**config.mk**
```make
export PLATFORM = sky130hd
export DESIGN_NAME = imem_loader
export DESIGN_NICKNAME = d
export VERILOG_FILES = /design/src/rtl/imem_loader.sv
export SDC_FILE = /design/constraint.sdc
export NUM_CORES = 1
export LEC_CHECK = 0
export BUFFER_PORTS_ARGS = -buffer_cell sky130_fd_sc_hd__buf_2
export CAP_MARGIN = 15
export CORE_MARGIN = 4
export CORE_UTILIZATION = 57
export CTS_CLUSTER_DIAMETER = 80
export DETAILED_ROUTE_END_ITERATION = 16
export GPL_ROUTABILITY_DRIVEN = 0
export GPL_TIMING_DRIVEN = 1
export PLACE_DENSITY_LB_ADDON = 0.08
export REMOVE_ABC_BUFFERS = 1
export SYNTH_ARGS = -nofsm -noshare
export SYNTH_HDL_FRONTEND = slang
export SYNTH_SLANG_ARGS = --single-unit
```
**constraint.sdc**
```tcl
create_clock -name clk -period 2.05 [get_ports clk]
set_clock_uncertainty 0.05 [all_clocks]
set_input_delay 0.1025 -clock clk [delete_from_list [all_inputs] [get_ports clk]]
set_output_delay 0.1025 -clock clk [all_outputs]
set_load 0.01 [all_outputs]
```
**src/rtl/imem_loader.sv**
```systemverilog
// Assembles a framed big-endian byte stream into 32-bit words written to imem from address 0; strobe follows the 4th byte's accept edge by one cycle.
// in_ready drops in DONE/ERR and while load_restart is high; the host may stall between any bytes indefinitely.
module imem_loader #(
    parameter int ADDR_W = 8
) (
    input  logic              clk,
    input  logic              rst_n,
    input  logic              in_valid,
    input  logic [7:0]        in_data,
    output logic              in_ready,
    input  logic              load_restart,
    output logic              imem_we,
    output logic [ADDR_W-1:0] imem_addr,
    output logic [31:0]       imem_wdata,
    output logic              cpu_run,
    output logic              load_done,
    output logic              load_err,
    output logic [ADDR_W:0]   words_loaded
);
    localparam int MAX_WORDS = 2 ** ADDR_W;

    typedef enum logic [2:0] {HDR0, HDR1, DATA, CSUM, DONE, ERR} state_t;
    state_t state, state_nxt;

    logic [7:0]  len_hi;
    logic [15:0] len;
    logic [7:0]  csum;
    logic [1:0]  byte_idx;
    logic [23:0] partial;
    logic        accept;
    logic [16:0] hdr_len;
    logic        last_word;

    assign in_ready  = (state != DONE) && (state != ERR) && !load_restart;
    assign accept    = in_valid && in_ready;
    assign hdr_len   = {1'b0, len_hi, in_data};
    // words_loaded doubles as the index of the word currently being assembled
    assign last_word = (17'(words_loaded) + 17'd1) == {1'b0, len};
    assign load_done = (state == DONE);
    assign load_err  = (state == ERR);
    assign cpu_run   = load_done;

    always_ff @(posedge clk or negedge rst_n) begin
        if (!rst_n) begin
            state <= HDR0;
        end else begin
            state <= state_nxt;
        end
    end

    always_comb begin
        state_nxt = state;
        if (load_restart) begin
            state_nxt = HDR0;
        end else if (accept) begin
            case (state)
                HDR0: state_nxt = HDR1;
                HDR1: begin
                    if (hdr_len > 17'(MAX_WORDS)) begin
                        state_nxt = ERR;
                    end else if (hdr_len == 17'd0) begin
                        state_nxt = CSUM;
                    end else begin
                        state_nxt = DATA;
                    end
                end
                DATA: begin
                    if (byte_idx == 2'd3 && last_word) begin
                        state_nxt = CSUM;
                    end
                end
                CSUM:    state_nxt = (in_data == csum) ? DONE : ERR;
                default: state_nxt = state;
            endcase
        end
    end

    always_ff @(posedge clk or negedge rst_n) begin
        if (!rst_n) begin
            imem_we      <= 1'b0;
            imem_addr    <= '0;
            imem_wdata   <= '0;
            words_loaded <= '0;
            len_hi       <= '0;
            len          <= '0;
            csum         <= '0;
            byte_idx     <= '0;
            partial      <= '0;
        end else begin
            imem_we <= 1'b0;
            if (load_restart) begin
                words_loaded <= '0;
                len_hi       <= '0;
                len          <= '0;
                csum         <= '0;
                byte_idx     <= '0;
                partial      <= '0;
            end else if (accept) begin
                case (state)
                    HDR0: begin
                        len_hi <= in_data;
                        csum   <= csum ^ in_data;
                    end
                    HDR1: begin
                        len  <= {len_hi, in_data};
                        csum <= csum ^ in_data;
                    end
                    DATA: begin
                        csum     <= csum ^ in_data;
                        byte_idx <= byte_idx + 2'd1;
                        if (byte_idx == 2'd3) begin
                            imem_we      <= 1'b1;
                            imem_addr    <= words_loaded[ADDR_W-1:0];
                            imem_wdata   <= {partial, in_data};
                            words_loaded <= words_loaded + 1'b1;
                        end else begin
                            partial <= {partial[15:0], in_data};
                        end
                    end
                    default: ;
                endcase
            end
        end
    end
endmodule

```
==> results by group <==
Synthesis
  • Yosys top cell area share: 55.1%
  • EDFF count, synth: 0
  • Cells after Synth: 486
  • Proportion of synthesized area in mux cells: 10.3%
  • Largest family of logic cells by synthesized area: simple AND/OR/NAND/NOR gates
  • Async SR Flop Fraction: 100%
  • Netlist cell types: 46
  • Synthesized area per cell: 10.4 um^2
  • Area fraction in compound gates after synthesis: 5.12%
  • Post-Synth Adder-Cell Area: 0.497%
  • XOR/XNOR share of the synthesized area: 5.39%
  • Simple-Gate Fraction of Synth Area: 20.3%
  • Synth area leader: dfrtp_1
  • Synth Register Bits: 111
  • Post-synthesis cell area: 0.00504 mm^2
  • Seq/Total Area, Yosys: 55.1%
  • Top cells by area, synth: dfrtp_1 55%, nand2_1 8.3%, mux2_2 5.4%
  • Ys flop type: dfrtp_1
  • Yosys warnings: 0

STA
  • Fin. Hold Viols: 0
  • Worst Tran Pin Value: 0.546 ns
  • RSZ-0062 raised after global routing: false
  • Final Slew Violations: 0
  • Final Critical Period: 1.87 ns
  • Max Fclk: 535 MHz
  • Final cycle utilization of the critical path: 91.1%
  • Rel. slew slack: 63.2%
  • Finish-stage setup viols: 0

Power and ir drop
  • Leak Pwr: 3.08 nW
  • Combinational Power Share: 8.0%
  • PD cells: 654 mW/mm^2
  • P_int: 2.80 mW
  • Psw: 0.978 mW
  • Clk network pwr share: 32.0%
  • Net Sw Frac: 25.9%
  • Worst VDD drop: 0.365 mV
  • Seq pwr share: 60.0%

Finish
  • Total Nets Final: 572
  • Most common cell after layout, fill and taps aside: nand2_1
  • Most frequent cells in the layout: 112 x nand2_1, 111 x dfrtp_1, 64 x buf_2
  • Non-filler cells, final: 670
  • Area grow syn2layout: 14.5%
  • Share of cells above drive strength 1: 23.0%
  • ANT cells: 0
  • Design Area, Final: 0.00577 mm^2

GRT
  • Initial antenna violation count: 0
  • First-pass GRT wire length: 17,900 um
  • Number of global-route vias before repair: 3,632
  • Met2 usage: 35.0%
  • Total global-route track usage: 22.1%
  • GRT Residual Overflow: 0
  • GRT busiest layer: met2
  • M1 GR Usage: 31.2%
  • GR Util met3: 4.44%
  • Largest net degree at the start of global routing: 57

Critical path
  • Critical R2R Launch: state[2]$_DFFE_PN0P_
  • Worst Path Arrival: 2.11 ns
  • Max Fanout on Critical Path: 24
  • Stages on worst setup path: 6
  • Reg2Reg Depth: 6
  • Critical Path End: partial[0]$_DFFE_PN0P_
  • Worst Path Buf+Inv: 1
  • CP Class: reg -> reg
  • Crit-path max cell delay: 0.44 ns
  • Crit Reg-Reg Endpoint: partial[0]$_DFFE_PN0P_
  • CP endpoint kind: flip-flop
  • Crit. Startpoint: state[2]$_DFFE_PN0P_
  • CP Launch Type: flip-flop
  • Flop2flop setup slack: 0.18 ns
  • Worst path required time: 2.29 ns
  • Cell Chain, Critical Path: nor3b_2 > and2_1 > and2b_1 > buf_12 > nand2_1 > a21oi_1
  • Delay-heaviest family, CP: simple AND/OR/NAND/NOR gates
  • Slowest cell on the critical path: dfrtp_1

Die
  • Row count: 34
  • Initial Util: 58.1%
  • Core area: 0.00868 mm^2
  • Die area: 0.0104 mm^2
  • Die Y: 102 um
  • Die Span X: 102 um
  • Top Ports: 66

Clock tree
  • CTS HTree Levels: 3
  • Setup repair bufs after CTS: 0
  • Clk_lat worst skew: 0.36 ns
  • Clock sink count: 111
  • CTS Root Cell: clkbuf_8
  • Clock transition at path regs: 0.10 ns
  • Num CTS Buffers: 9
  • CTS tree: yes
  • Clk buf depth: 2

Outcome
  • Status: complete, no violations

Detailed routing
  • Post-DR vias/cell: 5.50
  • ANT nets after route: 0
  • Routed WL: 10,800 um
  • Initial DRC Count: 148
  • DR WL/cell: 16.1 um
  • Remaining DRCs: 0
  • Vias: 3,687
  • Drt pass-1 iters: 4

Placement
  • DP Area: 0.00550 mm^2
  • Placed Cells: 646
  • IO buf count: 65
  • HPWL after detailed placement: 7420 um

Hold path
  • Worst hold path type: in -> reg

Job
  • Max cap viols: 0
[worst register-to-register path: cells and delay by family (launching register included)]
| family | cells | cell delay, ns |
|---|---|---|
| and+or+nand+nor | 4 | 1.01 |
| DFF | 1 | 0.44 |
| buffers and inverters | 1 | 0.16 |
| AOI/OAI and AO/OA | 1 | 0.13 |
[logic make-up (layout without fill, tap and decap cells)]
| kind of cell | count (synthesis) | after routing |
|---|---|---|
| AO/OA/AOI/OAI | 44 | 44 |
| flip-flops | 111 | 111 |
| multiplexers | 49 | 49 |
| XOR/XNOR | 31 | 31 |
| buffers and inverters | 32 | 108 |
| AND/OR/NAND/NOR | 217 | 217 |
| adder cells (fa/ha/maj) | 2 | 2 |
[final cells by class]
type	instances	area, um^2
Clock buffer	9	124
Multi-Input combinational cell	343	2100
Sequential cell	111	2780
Inverter	4	15.0
Timing Repair Buffer	89	568
Fill cell	740	2910
Clock inverter	6	52.6
Tap cell	108	135
[what timing repair did]
item,CTS,global route
resized for setup,0,0
endpoints found under the hold margin,87,0
hold buffers,9,0
[layer usage]
metal / routed length, um / vias up
li1: - / 1778
met1: 5090 / 1838
met2: 5120 / 64
met3: 434 / 7
met4: 121 / 0
met5: 0 / -
[synthesized netlist by cell type (2+ instances only)]
master,count
nand4_1,5
inv_1,3
and3_1,5
or4_1,3
nand2_1,112
nor3_1,3
a211oi_2,2
a21oi_1,16
dfrtp_1,111
nor4_1,3
nand3_1,4
buf_4,6
mux2i_1,25
nor4b_1,2
clkbuf_1,9
o31ai_1,3
xor2_1,21
nand3b_1,17
a31oi_1,2
xnor2_1,10
buf_2,12
o21ai_1,2
ha_1,2
nand2b_1,3
o21ai_0,15
mux2_2,24
nand3_2,3
nor2_1,45
[worst min-delay path by stage]
stage               startpoint                          end  slack (ns)  cells after the start
detailed placement       rst_n  words_loaded[7]$_DFFE_PN0P_       -0.03                      1
floorplan                rst_n      byte_idx[0]$_DFFE_PN0P_       -0.24                      0
global placement         rst_n  words_loaded[7]$_DFFE_PN0P_       -0.03                      1
global route        in_data[1]       partial[1]$_DFFE_PN0P_        0.02                      3
finish              in_data[1]       partial[1]$_DFFE_PN0P_        0.02                      3
CTS                 in_data[1]       partial[1]$_DFFE_PN0P_       0.003                      3
[registers in the layout, indices dropped and copies added (netlist names)]
signal,count
byte_idx,2
csum,8
imem_addr,8
imem_wdata,32
imem_we,1
len,16
len_hi,8
partial,24
state,3
words_loaded,9
[stage by stage]
| stage | setup WS [ns] | power (mW) | util [%] | hold slack [ns] | TNS (ns) |
|---|---|---|---|---|---|
| 2_1_floorplan | -0.356 | 2.45 | - | -0.243 | -5.56 |
| 3_3_place_gp | 0.263 | 2.59 | 63.4 | -0.0256 | 0 |
| 3_5_place_dp | 0.199 | 2.60 | 63.4 | -0.0252 | 0 |
| 4_1_cts | 0.173 | 3.82 | 66.5 | 0.00335 | 0 |
| 5_1_grt | 0.0500 | 3.96 | 66.5 | 0.0150 | 0 |
| 6_report | 0.182 | 3.77 | 66.5 | 0.0234 | 0 |
[power groups by stage]
stage,Clock (mW),Sequential [mW],Combinational [mW]
2_1_floorplan,0,2.30,0.149
3_3_place_gp,0,2.30,0.288
3_5_place_dp,0,2.31,0.293
4_1_cts,1.25,2.26,0.307
5_1_grt,1.35,2.27,0.341
6_report,1.21,2.26,0.302
Power figures use the tool's default switching activity.
